**config.mk**
```make
export PLATFORM = sky130hd
export DESIGN_NAME = ysyx_24100029_ifu
export DESIGN_NICKNAME = d
export VERILOG_FILES = /design/src/rtl/ysyx_24100029_ifu_pkg.sv /design/src/rtl/ysyx_24100029_pc_reg.sv /design/src/rtl/ysyx_24100029_ifu.sv
export SDC_FILE = /design/constraint.sdc
export NUM_CORES = 1
export LEC_CHECK = 0
export BUFFER_PORTS_ARGS = -buffer_cell sky130_fd_sc_hd__buf_2
export CAP_MARGIN = 10
export CELL_PAD_IN_SITES_DETAIL_PLACEMENT = 0
export CELL_PAD_IN_SITES_GLOBAL_PLACEMENT = 1
export CORE_UTILIZATION = 39
export CTS_BUF_LIST = sky130_fd_sc_hd__clkbuf_4 sky130_fd_sc_hd__clkbuf_8
export CTS_CLUSTER_DIAMETER = 200
export DETAILED_ROUTE_END_ITERATION = 10
export GPL_TIMING_DRIVEN = 0
export PLACE_DENSITY = 0.89
export SLEW_MARGIN = 20
export SYNTH_ARGS = -nofsm -noshare
export SYNTH_HDL_FRONTEND = slang
export SYNTH_HIERARCHICAL = 1
export SYNTH_SLANG_ARGS = --single-unit
```
**constraint.sdc**
```tcl
create_clock -name clock -period 2.4 [get_ports clock]
set_input_delay 0.48 -clock clock [delete_from_list [all_inputs] [get_ports clock]]
set_output_delay 0.48 -clock clock [all_outputs]
set_load 0.01 [all_outputs]
```
**src/rtl/ysyx_24100029_ifu_pkg.sv**
```systemverilog
// Shared definitions for the instruction fetch unit: FSM states, the
// fixed AXI read-address attributes and the default reset PC.
package ysyx_24100029_ifu_pkg;

    typedef enum logic [1:0] {
        IFU_IDLE = 2'd0,
        IFU_AR   = 2'd1,
        IFU_R    = 2'd2,
        IFU_OUT  = 2'd3
    } ifu_state_e;

    localparam logic [31:0] IFU_RESET_PC     = 32'h3000_0000;

    // Every fetch is a single 4-byte beat with ID 0.
    localparam logic [3:0]  AXI_ARID_FETCH   = 4'd0;
    localparam logic [7:0]  AXI_ARLEN_SINGLE = 8'd0;
    localparam logic [2:0]  AXI_SIZE_WORD    = 3'b010;
    localparam logic [1:0]  AXI_BURST_FIXED  = 2'b00;

endpackage

```
**src/rtl/ysyx_24100029_pc_reg.sv**
```systemverilog
// PC and fetch-address registers. A redirect always wins over sequential
// advance; ar_addr only moves when no read request is in flight.
module ysyx_24100029_pc_reg
    import ysyx_24100029_ifu_pkg::*;
#(
    parameter int unsigned           ADDR_WIDTH = 32,
    parameter logic [ADDR_WIDTH-1:0] RESET_PC   = ADDR_WIDTH'(IFU_RESET_PC)
) (
    input  logic                  clock,
    input  logic                  reset,
    input  ifu_state_e            state,
    input  logic                  redirect_valid,
    input  logic [ADDR_WIDTH-1:0] redirect_pc,
    input  logic                  r_fire,
    input  logic                  out_fire,
    input  logic                  kill,
    output logic [ADDR_WIDTH-1:0] ar_addr
);

    logic [ADDR_WIDTH-1:0] pc_q, pc_d;
    logic [ADDR_WIDTH-1:0] ar_addr_q, ar_addr_d;
    logic [ADDR_WIDTH-1:0] pc_seq;

    // Next PC and next fetch address, redirect first.
    always_comb begin
        pc_d      = pc_q;
        ar_addr_d = ar_addr_q;
        pc_seq    = pc_q + ADDR_WIDTH'(4);

        if (redirect_valid) begin
            pc_d = redirect_pc;
        end else if (out_fire) begin
            pc_d = pc_seq;
        end

        case (state)
            IFU_IDLE: begin
                if (redirect_valid) ar_addr_d = redirect_pc;
            end
            // AR request must stay stable, so ar_addr is untouched in IFU_AR.
            IFU_R: begin
                // A killed beat restarts fetch from the most recent redirect,
                // which pc_q already holds unless a newer one arrives now.
                if (r_fire) begin
                    if (redirect_valid) begin
                        ar_addr_d = redirect_pc;
                    end else if (kill) begin
                        ar_addr_d = pc_q;
                    end
                end
            end
            IFU_OUT: begin
                if (redirect_valid) begin
                    ar_addr_d = redirect_pc;
                end else if (out_fire) begin
                    ar_addr_d = pc_seq;
                end
            end
            default: ;
        endcase
    end

    // PC / fetch-address registers with synchronous reset.
    always_ff @(posedge clock) begin
        if (reset) begin
            pc_q      <= RESET_PC;
            ar_addr_q <= RESET_PC;
        end else begin
            pc_q      <= pc_d;
            ar_addr_q <= ar_addr_d;
        end
    end

    assign ar_addr = ar_addr_q;

endmodule

```
**src/rtl/ysyx_24100029_ifu.sv**
```systemverilog
// Instruction fetch unit: one outstanding single-beat AXI read toward the
// icache, result handed to the IDU with valid/ready. Redirects kill any
// in-flight fetch. Optional counters enabled by macro IFU_PERF_CNT_EN.
module ysyx_24100029_ifu
    import ysyx_24100029_ifu_pkg::*;
#(
    parameter logic [31:0] RESET_PC   = IFU_RESET_PC,
    parameter int unsigned ADDR_WIDTH = 32
) (
    input  logic                  clock,
    input  logic                  reset,

    input  logic                  redirect_valid,
    input  logic [ADDR_WIDTH-1:0] redirect_pc,

    output logic                  ifu_arvalid,
    output logic [ADDR_WIDTH-1:0] ifu_araddr,
    output logic [3:0]            ifu_arid,
    output logic [7:0]            ifu_arlen,
    output logic [2:0]            ifu_arsize,
    output logic [1:0]            ifu_arburst,
    input  logic                  ifu_arready,

    input  logic                  ifu_rvalid,
    input  logic [31:0]           ifu_rdata,
    input  logic [1:0]            ifu_rresp,
    input  logic                  ifu_rlast,
    input  logic [3:0]            ifu_rid,
    output logic                  ifu_rready,

    output logic                  out_valid,
    output logic [31:0]           out_inst,
    output logic [ADDR_WIDTH-1:0] out_pc,
    output logic                  out_err,
    input  logic                  out_ready
`ifdef IFU_PERF_CNT_EN
   ,output logic [31:0]           perf_fetch_cnt,
    output logic [31:0]           perf_wait_cnt
`endif
);

    ifu_state_e            state_q, state_d;
    logic                  kill_q, kill_d;
    logic [31:0]           out_inst_q, out_inst_d;
    logic [ADDR_WIDTH-1:0] out_pc_q, out_pc_d;
    logic                  out_err_q, out_err_d;

    logic                  ar_fire, r_fire, out_fire;
    logic [ADDR_WIDTH-1:0] ar_addr;

    logic                  unused_rid_rlast;
    assign unused_rid_rlast = ^{ifu_rid, ifu_rlast};

    assign ar_fire  = (state_q == IFU_AR)  && ifu_arready;
    assign r_fire   = (state_q == IFU_R)   && ifu_rvalid;
    assign out_fire = (state_q == IFU_OUT) && out_ready;

    ysyx_24100029_pc_reg #(
        .ADDR_WIDTH (ADDR_WIDTH),
        .RESET_PC   (ADDR_WIDTH'(RESET_PC))
    ) u_pc_reg (
        .clock          (clock),
        .reset          (reset),
        .state          (state_q),
        .redirect_valid (redirect_valid),
        .redirect_pc    (redirect_pc),
        .r_fire         (r_fire),
        .out_fire       (out_fire),
        .kill           (kill_q),
        .ar_addr        (ar_addr)
    );

    // Next state, kill tracking and capture of the returned instruction.
    always_comb begin
        state_d    = state_q;
        kill_d     = kill_q;
        out_inst_d = out_inst_q;
        out_pc_d   = out_pc_q;
        out_err_d  = out_err_q;

        case (state_q)
            IFU_IDLE: state_d = IFU_AR;
            IFU_AR: begin
                if (redirect_valid) kill_d = 1'b1;
                if (ar_fire)        state_d = IFU_R;
            end
            IFU_R: begin
                if (redirect_valid) kill_d = 1'b1;
                if (r_fire) begin
                    if (kill_q || redirect_valid) begin
                        kill_d  = 1'b0;
                        state_d = IFU_AR;
                    end else begin
                        out_inst_d = ifu_rdata;
                        out_pc_d   = ar_addr;
                        out_err_d  = (ifu_rresp != 2'b00);
                        state_d    = IFU_OUT;
                    end
                end
            end
            IFU_OUT: begin
                if (redirect_valid || out_fire) state_d = IFU_AR;
            end
            default: state_d = IFU_IDLE;
        endcase
    end

    // FSM and output-holding registers with synchronous reset.
    always_ff @(posedge clock) begin
        if (reset) begin
            state_q    <= IFU_IDLE;
            kill_q     <= 1'b0;
            out_inst_q <= '0;
            out_pc_q   <= '0;
            out_err_q  <= 1'b0;
        end else begin
            state_q    <= state_d;
            kill_q     <= kill_d;
            out_inst_q <= out_inst_d;
            out_pc_q   <= out_pc_d;
            out_err_q  <= out_err_d;
        end
    end

    assign ifu_arvalid = (state_q == IFU_AR);
    assign ifu_araddr  = ar_addr;
    assign ifu_arid    = AXI_ARID_FETCH;
    assign ifu_arlen   = AXI_ARLEN_SINGLE;
    assign ifu_arsize  = AXI_SIZE_WORD;
    assign ifu_arburst = AXI_BURST_FIXED;
    assign ifu_rready  = (state_q == IFU_R);
    assign out_valid   = (state_q == IFU_OUT);
    assign out_inst    = out_inst_q;
    assign out_pc      = out_pc_q;
    assign out_err     = out_err_q;

`ifdef IFU_PERF_CNT_EN
    logic [31:0] perf_fetch_q, perf_fetch_d;
    logic [31:0] perf_wait_q, perf_wait_d;

    // Count delivered instructions and cycles spent waiting on the icache.
    always_comb begin
        perf_fetch_d = perf_fetch_q;
        perf_wait_d  = perf_wait_q;
        if (out_fire) perf_fetch_d = perf_fetch_q + 32'd1;
        if ((state_q == IFU_AR) || (state_q == IFU_R)) perf_wait_d = perf_wait_q + 32'd1;
    end

    // Performance counter registers, wrapping.
    always_ff @(posedge clock) begin
        if (reset) begin
            perf_fetch_q <= '0;
            perf_wait_q  <= '0;
        end else begin
            perf_fetch_q <= perf_fetch_d;
            perf_wait_q  <= perf_wait_d;
        end
    end

    assign perf_fetch_cnt = perf_fetch_q;
    assign perf_wait_cnt  = perf_wait_q;
`endif

endmodule

```
Word level (Yosys, flattened, before mapping) --
Cells that the tools add are included.
Storage, ports and cells: bits of input ports 77, word-level logic and storage cells 47, output and inout bits 117, flip-flop bits (word level) 132
Cells by class: reductions and logical operators 13, bitwise gates (word level) 1, add/sub/neg operators 1, eq/ne operators 9, mux-type cells 16
Operators with widths (count):
- two-way mux 32 bit | 6
- one-hot mux 32 bit (3 select lines) | 1
- adder 32 x 3 -> 32 bit (second input constant) | 1
- two-way mux 2 bit | 4
- one-hot mux 2 bit (4 select lines) | 1
- inequality test 2 x 1 -> 1 bit (second input constant) | 3
- inequality test 3 x 2 -> 1 bit (second input constant) | 2
- AND reduction 3 bit | 2
- nonzero test 2 bit | 3
- AND reduction 5 bit | 1
- equality test 2 bit (second input constant) | 2
- logical AND 1 bit | 3
- two-way mux 1 bit | 3
- nonzero test 3 bit | 1
- equality test 2 x 1 -> 1 bit (second input constant) | 1
- zero test 2 bit | 1
- logical OR 1 bit | 2
- inequality test 2 bit (second input constant) | 1
- one-hot mux 1 bit (2 select lines) | 1
- inverter 1 bit | 1

Longest topological paths before layout --
Gate-level depths: netlist of run 1.
depth in word-level cells 5, mapped depth 10, gate-level depth less buffers 8

Hierarchy --
Netlist of run 1, hierarchy kept.
Modules (own cells, without submodules):
- ysyx_24100029_pc_reg | area each 4240.3 um^2, cells an instance 546, times used 1, seq. area each 1281.2 um^2
- ysyx_24100029_ifu | area each 2606.2 um^2, cells an instance 326, times used 1, seq. area each 1361.3 um^2

Worst setup path before layout of run 1 --
Ideal clock, no wire load.
path type reg-to-reg, from register state_q[0], to register u_pc_reg.ar_addr_q[27] (netlist: u_pc_reg/ar_addr[27]), slack 0.235 ns, data arrival time 2.079 ns, library setup time 0.086 ns, path buffers 2, data required time 2.314 ns, cell stages (with the launch flop) 11, period minus slack after synthesis 2.165 ns, path through dfxtp_1 > inv_1 > ha_1 > and2_1 > nor2b_1 > o31ai_2 > and2_1 > buf_4 > buf_4 > o211ai_1 > a221oi_2
Between the ends: cells in the longest elaborated chain, start to end 4, elaborated cells between the ends (all ways) 12, those cells by class 6 x eq/ne; 1 x mux; 5 x reduce/logical
Ends and longest elaborated chain:
- from (decl) | RTL line ysyx_24100029_ifu.sv:42 | ifu_state_e state_q, state_d;
- from (signal assigned) | RTL line ysyx_24100029_ifu.sv:117 | state_q <= state_d;
- equality test 2 bit
- named net ifu_rready | RTL line ysyx_24100029_ifu.sv:29 | output logic ifu_rready,
- logical AND 1 bit | RTL line ysyx_24100029_ifu.sv:55 | assign r_fire = (state_q == IFU_R) && ifu_rvalid;
- named net r_fire | RTL line ysyx_24100029_ifu.sv:48 | logic ar_fire, r_fire, out_fire;
- inequality test 2 x 1 -> 1 bit (no line)
- AND reduction 5 bit (no line)
- to (signal assigned) | RTL line ysyx_24100029_pc_reg.sv:70 | ar_addr_q <= ar_addr_d;
- to (decl) | RTL line ysyx_24100029_pc_reg.sv:21 | logic [ADDR_WIDTH-1:0] ar_addr_q, ar_addr_d;
The timed path passes the listed nets, and every way through them passes these cells. A chain may end at the register's enable or synchronous reset.

Worst setup path after layout of run 1 --
from register state_q[1], to register u_pc_reg.pc_q[28]
Between the ends: cells in the longest elaborated chain, start to end 3
Ends and longest elaborated chain:
- equality test 2 bit | RTL line ysyx_24100029_ifu.sv:56 | assign out_fire = (state_q == IFU_OUT) && out_ready;
- logical AND 1 bit | RTL line ysyx_24100029_ifu.sv:56
- named net out_fire | RTL line ysyx_24100029_ifu.sv:48
- nonzero test 2 bit (no line)
- to (signal assigned) | RTL line ysyx_24100029_pc_reg.sv:69 | pc_q <= pc_d;
- to (decl) | RTL line ysyx_24100029_pc_reg.sv:20 | logic [ADDR_WIDTH-1:0] pc_q, pc_d;
The timed path passes the listed nets, and every way through them passes these cells.

==> metrics.log, run 1 <==
INFO  metric outcome = finished clean
INFO  metric clock_sinks = 132
INFO  metric yosys.cell_count.top_type = sky130_fd_sc_hd__nand2_1
INFO  metric yosys_warnings = 6
INFO  metric finalWirelength = 23.1 mm
INFO  metric slowest_stage = sky130_fd_sc_hd__or4_1
INFO  metric design.die.area = 18100 um2
INFO  metric drc = 0
INFO  metric crit_fanout = 10
INFO  metric ys_async_sr_fraction = 0%
INFO  metric first_pass_iters = 7
INFO  metric cts_htree_levels = 4
INFO  metric sequential_area_share_after_synthesis = 38.6%
INFO  metric first_pass_grt_wire_length = 35.0 mm
INFO  metric io_buffer_count = 171
INFO  metric cts_made_buffers = 17
INFO  metric num_antenna_cells = 0
INFO  metric nFillCells = 1709
INFO  metric power-per-cell-area = between 600 and 700 nW/um2
INFO  metric syn-instance-count = between 800 and 900
INFO  metric numPlacedInstances = 1283
INFO  metric finalCriticalPeriod = between 2 and 2.5 ns
INFO  metric antenna_violations_before_repair = 0
INFO  metric clock-root-buffer = sky130_fd_sc_hd__clkbuf_8
INFO  metric floorplan.die.width = 134 um
INFO  metric area.growth.synth_to_final = 24.3%
INFO  metric dp.final_hpwl = about 17 mm
INFO  metric largest_stage_delay_on_the_critical_path = 0.47 ns
INFO  metric core_area = 17200 um2
INFO  metric viasPerCell = around 5.4
INFO  metric synth_cell_types = 74
INFO  metric synth_top_cell_area_share = 38.6%
INFO  metric netlist_top_cells_count = sky130_fd_sc_hd__nand2_1 (179), sky130_fd_sc_hd__dfxtp_1 (132), sky130_fd_sc_hd__a21oi_1 (93), sky130_fd_sc_hd__nor2_1 (60), sky130_fd_sc_hd__o21ai_0 (38)
INFO  metric synth_top_cells_by_area = sky130_fd_sc_hd__dfxtp_1 (39%), sky130_fd_sc_hd__nand2_1 (9.8%), sky130_fd_sc_hd__a21oi_1 (6.8%)
INFO  metric hold_path.class = in -> reg
INFO  metric critical_path.startpoint_type = register
INFO  metric drt_iter0_markers = 690
INFO  metric synth-edff-count = 0
INFO  metric final_setup_fails = 0
INFO  metric setup.worst_path.end_class = register
INFO  metric via_count = 7091
INFO  metric syn-mean-instance-area = 7.85 um2
INFO  metric ys_dominant_reg_cell = sky130_fd_sc_hd__dfxtp_1
INFO  metric finalClockSkew = 0.00954 ns
INFO  metric cap_viol_max_count = 0
INFO  metric netlist.top_cell.by_area = sky130_fd_sc_hd__dfxtp_1
INFO  metric final_global_route_overflow_total = 0
INFO  metric gpl.final_weighted_congestion = 0.920
INFO  metric power.leakage = 3.51 nW
INFO  metric timing.setup.tns = 0 ns
INFO  metric cts_hold_buffers = 0
INFO  metric final_count_of_hold_timing_violations = 0
INFO  metric required = between 2 and 3 ns
INFO  metric max-slew-margin-rel = 48.0%
INFO  metric finalCritPeriodShare = 96.4%
INFO  metric avgRoutedWirePerCell = 17.5 um
INFO  metric max_freq = approximately 430 MHz
INFO  metric ys_seq_elements = 132
INFO  metric startpoint_to_endpoint_class_of_the_critical_path = reg -> reg
INFO  metric drt.antenna.violating_nets = 0
INFO  metric clock_latency = 0.45 ns
INFO  metric io-pin-count = 194
INFO  metric critical_path_arrival = 2.64 ns
INFO  metric total_design_power = 5.17 mW
INFO  metric cts_tree = built
INFO  metric maximum_clock_path_buffer_count = 2
INFO  metric core.rowCount = 48
INFO  metric nets = approximately 1200
INFO  metric grt_util_all_layers = 25.4%
INFO  metric grt_start_max_net_pins = 17
INFO  metric post_synthesis_instance_area = 6850 um2
INFO  metric worstPathCellList = ha_1, and2_1, clkbuf_4, inv_1, or3_1, or4_1, o311a_1
INFO  metric clk_pin_slew_worst_paths = 0.08 ns
INFO  metric number_of_standard_cells_in_the_layout_taps_in_and_fillers_out = between 1000 and 1500
INFO  metric fin_worst_hold_slack = around 0.27 ns
INFO  metric final_layout_size_suffix_gt1_share = 27.2%
INFO  metric report.final.slew_viol_count = 0
INFO  metric height_of_the_die = 134 um
INFO  metric grt_pass1_vias = approximately 6300
INFO  metric tightest_slew = 0.779 ns
INFO  metric irDropWorstVdd = around 0.35 mV
INFO  metric start_util = roughly 40%
worst max-delay path: cells and delay by family (launching register included):
kind,cells,cell delay [ns]
flip-flops,1,0.45
AND/OR/NAND/NOR,3,1.01
adder cells (fa/ha/maj),1,0.23
buffers and inverters,2,0.38
AO/OA/AOI/OAI,1,0.12
sequential cells by signal, summed over array words and instances (netlist names):
register,cells
state_q,2
kill_q,1
out_err,1
u_pc_reg/pc_q,32
out_inst,32
out_pc,32
u_pc_reg/ar_addr,32
cell type report:
type / instances / area, um2 / area share, %
Multi-Input combinational cell: 655 / 3760 / 44.1
Sequential cell: 132 / 2650 / 31.1
Timing Repair Buffer: 174 / 878 / 10.3
Buffer: 86 / 487 / 5.72
Clock buffer: 22 / 284 / 3.34
Tap cell: 225 / 282 / 3.31
Clock inverter: 9 / 129 / 1.51
Inverter: 13 / 48.8 / 0.573
per-stage QoR:
| step | util [%] | cell area (um2) | setup slack [ns] |
|---|---|---|---|
| 2_1_floorplan | - | 6900 | 0.235 |
| 3_3_place_gp | 46.6 | 8040 | -0.286 |
| 3_5_place_dp | 46.6 | 8040 | -0.275 |
| 4_1_cts | 49.2 | 8470 | 0.0468 |
| 5_1_grt | 49.4 | 8510 | -0.0177 |
| 6_report | 49.4 | 8510 | 0.0867 |
final timing paths:
path,start,endpoint,slack [ns],cells after the start
worst min-delay path,redirect_pc[10],u_pc_reg/pc_q[10]$_SDFFE_PP0P_,0.27,2
worst max register to register,state_q[1]$_SDFFE_PP0P_,u_pc_reg/pc_q[28]$_SDFFE_PP1P_,0.09,7
worst max-delay path,state_q[1]$_SDFFE_PP0P_,u_pc_reg/pc_q[28]$_SDFFE_PP1P_,0.09,7
worst min register to register,out_inst[18]$_SDFFE_PP0P_,out_inst[18]$_SDFFE_PP0P_,0.45,2
kinds of logic after synthesis:
group / after synthesis / share of synthesized area (%)
and+or+nand+nor: 376 / 27.3
muxes: 19 / 2.78
DFF: 132 / 38.6
adders and majority gates: 4 / 0.731
xor gates and xnor gates: 32 / 4.09
other: 2 / 0.110
buffers and inverters: 100 / 7.68
AOI/OAI and AO/OA: 207 / 18.7
metal layers:
metal,up-vias,global-route usage (%),share of wire (%)
li1,3437,-,-
met1,3236,33.3,43
met2,363,40.3,45
met3,55,5.82,9.1
met4,0,10.5,3.2
met5,-,0,0
power breakdown:
part	total, mW	leakage, nW	internal (mW)	switching (mW)
Combinational	0.798	2.23	0.305	0.492
Sequential	2.40	1.08	2.29	0.108
Clock	1.98	0.209	1.11	0.869
layout by cell type, fill, tap and decap left out, types with 10 or more instances in the layout:
| master | count |
|---|---|
| sky130_fd_sc_hd__buf_2 | 195 |
| sky130_fd_sc_hd__nand2_1 | 179 |
| sky130_fd_sc_hd__dfxtp_1 | 129 |
| sky130_fd_sc_hd__a21oi_1 | 93 |
| sky130_fd_sc_hd__nor2_1 | 60 |
| sky130_fd_sc_hd__o21ai_0 | 36 |
| sky130_fd_sc_hd__buf_4 | 30 |
| sky130_fd_sc_hd__nand3_1 | 23 |
| sky130_fd_sc_hd__nor3_1 | 22 |
| sky130_fd_sc_hd__clkbuf_8 | 19 |
| sky130_fd_sc_hd__nand4_1 | 19 |
| sky130_fd_sc_hd__mux2i_1 | 19 |
| sky130_fd_sc_hd__xnor2_1 | 19 |
| sky130_fd_sc_hd__clkbuf_1 | 18 |
| sky130_fd_sc_hd__conb_1 | 17 |
| sky130_fd_sc_hd__xor2_1 | 13 |
| sky130_fd_sc_hd__nor4_1 | 11 |
| sky130_fd_sc_hd__inv_1 | 10 |
timing repair:
action / in CTS / in global routing
buffers inserted: 1 / 2
endpoints found under the setup margin: 33 / 31
gates resized for setup: 4 / 18
pin swaps: 1 / 1
Power figures use the tool's default switching activity.
==> inputs of run 2 (changes only) <==
Settings changed: CORE_UTILIZATION 39 to 38, CTS_BUF_LIST sky130_fd_sc_hd__clkbuf_4 sky130_fd_sc_hd__clkbuf_8 to sky130_fd_sc_hd__clkbuf_16, PLACE_DENSITY 0.89 to 0.87.
==> run 2 against run 1 <==
  * Clock skew fell by 0.0030 ns
  * Cell count barely moved
  * Core utilization rose by 0.57 points
  * Clock power rose by 32%
  * Highest routed layer unchanged
==> metrics.log, run 2 (synthesized netlist as in run 1, its figures left out) <==
INFO  metric setup_slack_after_placement = -0.314 ns (-0.0383 ns)
INFO  metric final_design_area_no_fill = 8700 um2 (+2.2%)
INFO  metric hold_path.class = in -> reg
INFO  metric final_count_of_hold_timing_violations = 0 (unchanged)
INFO  metric unrepaired_setup_endpoints_after_global_routing = false
INFO  metric slowest_stage = sky130_fd_sc_hd__or4_1
INFO  metric setup_slack = 0.0864 ns (-0.000243 ns)
INFO  metric clock_latency = 0.42 ns (-0.03 ns)
INFO  metric placedInstanceArea = 8040 um2 (unchanged)
INFO  metric floorplan.die.width = 136 um (+1.3%)
INFO  metric largest_stage_delay_on_the_critical_path = 0.48 ns (about the same)
INFO  metric clock_sinks = 132 (unchanged)
INFO  metric avgRoutedWirePerCell = 17.8 um (+1.8%)
INFO  metric cts_hold_buffers = 0 (unchanged)
INFO  metric viasPerCell = 5.40 (+0.19%)
INFO  metric grt_pass1_vias = 6291 (+0.29%)
INFO  metric outcome = finished clean
INFO  metric timing.setup.tns = 0 ns (unchanged)
INFO  metric io_buffer_count = 171 (unchanged)
INFO  metric irDropWorstVdd = 0.496 mV (+40%)
INFO  metric critical_path.startpoint_type = register
INFO  metric maximum_clock_path_buffer_count = 2 (unchanged)
INFO  metric crit_fanout = 10 (unchanged)
INFO  metric cts_made_buffers = 17 (unchanged)
INFO  metric via_count = 7110 (+0.27%)
INFO  metric mostFrequentLayoutCell = sky130_fd_sc_hd__buf_2
INFO  metric antenna_violations_before_repair = 0 (unchanged)
INFO  metric max-slew-margin-rel = 45.3% (-2.8 points)
INFO  metric report.final.slew_viol_count = 0 (unchanged)
INFO  metric dp.final_hpwl = 17.5 mm (+1.1%)
INFO  metric final_global_route_overflow_total = 0 (unchanged)
INFO  metric power-per-cell-area = 669 nW/um2 (+10%)
INFO  metric critical_path_arrival = 2.62 ns (-0.02 ns)
INFO  metric final_setup_fails = 0 (unchanged)
INFO  metric clk_pin_slew_worst_paths = 0.06 ns (-0.02 ns)
INFO  metric finalCritPeriodShare = 96.4% (about the same)
INFO  metric num_antenna_cells = 0 (unchanged)
INFO  metric postLayoutCoreUtil = 50.0% (+0.57 points)
INFO  metric worstPathCellList = ha_1, and2_1, clkbuf_4, inv_1, or3_1, or4_1, o311a_1
INFO  metric finalCriticalPeriod = 2.31 ns (+0.000243 ns)
INFO  metric io-pin-count = 194 (unchanged)
INFO  metric total_design_power = 5.82 mW (+13%)
INFO  metric drc = 0 (unchanged)
INFO  metric height_of_the_die = 136 um (+1.3%)
INFO  metric cap_viol_max_count = 0 (unchanged)
INFO  metric first_pass_iters = 5 (-2)
INFO  metric tightest_slew = 0.821 ns (+0.0414 ns)
INFO  metric drt.antenna.violating_nets = 0 (unchanged)
INFO  metric design.die.area = 18600 um2 (+2.6%)
INFO  metric core.rowCount = 48 (unchanged)
INFO  metric start_util = 39.3% (-0.41 points)
INFO  metric cts_htree_levels = 4 (unchanged)
INFO  metric path_buf_inv = 2 (unchanged)
INFO  metric area.growth.synth_to_final = 27.1%
INFO  metric clock-root-buffer = sky130_fd_sc_hd__clkbuf_16
INFO  metric layout.cells.most_common_list = sky130_fd_sc_hd__buf_2 (193), sky130_fd_sc_hd__nand2_1 (179), sky130_fd_sc_hd__dfxtp_1 (128)
INFO  metric setup.worst_path.end_class = register
INFO  metric grt_start_max_net_pins = 17 (unchanged)
INFO  metric grt_util_all_layers = 25.3% (-0.12 points)
INFO  metric core_area = 17400 um2 (+1.0%)
INFO  metric finalWirelength = 23.5 mm (+1.9%)
INFO  metric first_pass_grt_wire_length = 35.2 mm (+0.61%)
INFO  metric nets = 1161 (+0.086%)
INFO  metric max_freq = 432 MHz (about the same)
INFO  metric startpoint_to_endpoint_class_of_the_critical_path = reg -> reg
INFO  metric cts_tree = built
INFO  metric required = 2.71 ns (-0.02 ns)
INFO  metric finalClockSkew = 0.00658 ns (-0.00296 ns)
INFO  metric power.leakage = 3.59 nW (+2.2%)
INFO  metric final_layout_size_suffix_gt1_share = 26.9% (-0.30 points)
INFO  metric crit_family = simple AND/OR/NAND/NOR gates
INFO  metric gpl.final_weighted_congestion = 0.923 (+0.37%)
INFO  metric drt_iter0_markers = 708 (+2.6%)
## run 2: path summary, 6_finish.rpt
check,to,start,slack (ns),cells after the start
max,u_pc_reg/pc_q[28]$_SDFFE_PP1P_,state_q[0]$_SDFFE_PP0P_,0.09,7
min reg2reg,out_inst[16]$_SDFFE_PP0P_,out_inst[16]$_SDFFE_PP0P_,0.45,2
max reg2reg,u_pc_reg/pc_q[28]$_SDFFE_PP1P_,state_q[0]$_SDFFE_PP0P_,0.09,7
min,out_inst[14]$_SDFFE_PP0P_,ifu_rdata[14],0.29,3
## run 2: area by class of cell
class	instances	area [um2]
clock inverter	14	163
multi-input combinational	655	3760
buffer	86	492
timing repair buffer	175	886
sequential	132	2650
tap	225	282
clock buffer	17	425
inverter	13	48.8
fill	1768	8720
## run 2: worst register-to-register path, delay by kind of cell (launching register included)
family | cells | cell delay [ns]
AO/OA/AOI/OAI | 1 | 0.12
adder cells (fa/ha/maj) | 1 | 0.22
buffers and inverters | 2 | 0.37
flip-flops | 1 | 0.45
AND/OR/NAND/NOR | 3 | 1.04
## run 2: repair_timing
item / in CTS / in global routing
buffers inserted: 1 / 3
setup endpoints to repair: 33 / 33
gates resized for setup: 5 / 17
cloned: 0 / 0
pin swaps: 1 / 1
## run 2: metal layers
layer,share of wire (%),up-vias,GRT usage [%],routed length [um]
met5,0,-,0,0
met4,2.2,0,11.5,522
met3,9.4,36,5.78,2200
met2,47,368,40.4,10900
met1,42,3261,32.3,9840
li1,-,3445,-,-
## run 2: per-stage QoR
step           instances  hold slack [ns]
6_report            1317            0.291
3_3_place_gp        1283            0.439
2_1_floorplan        887            0.454
5_1_grt             1317            0.278
4_1_cts             1315            0.277
3_5_place_dp        1283            0.444
## run 2: power breakdown
group / leakage (nW) / total (mW) / internal, mW / switching, mW
Combinational: 2.22 / 0.802 / 0.308 / 0.494
Clock: 0.288 / 2.62 / 1.62 / 0.998
Sequential: 1.08 / 2.40 / 2.29 / 0.108
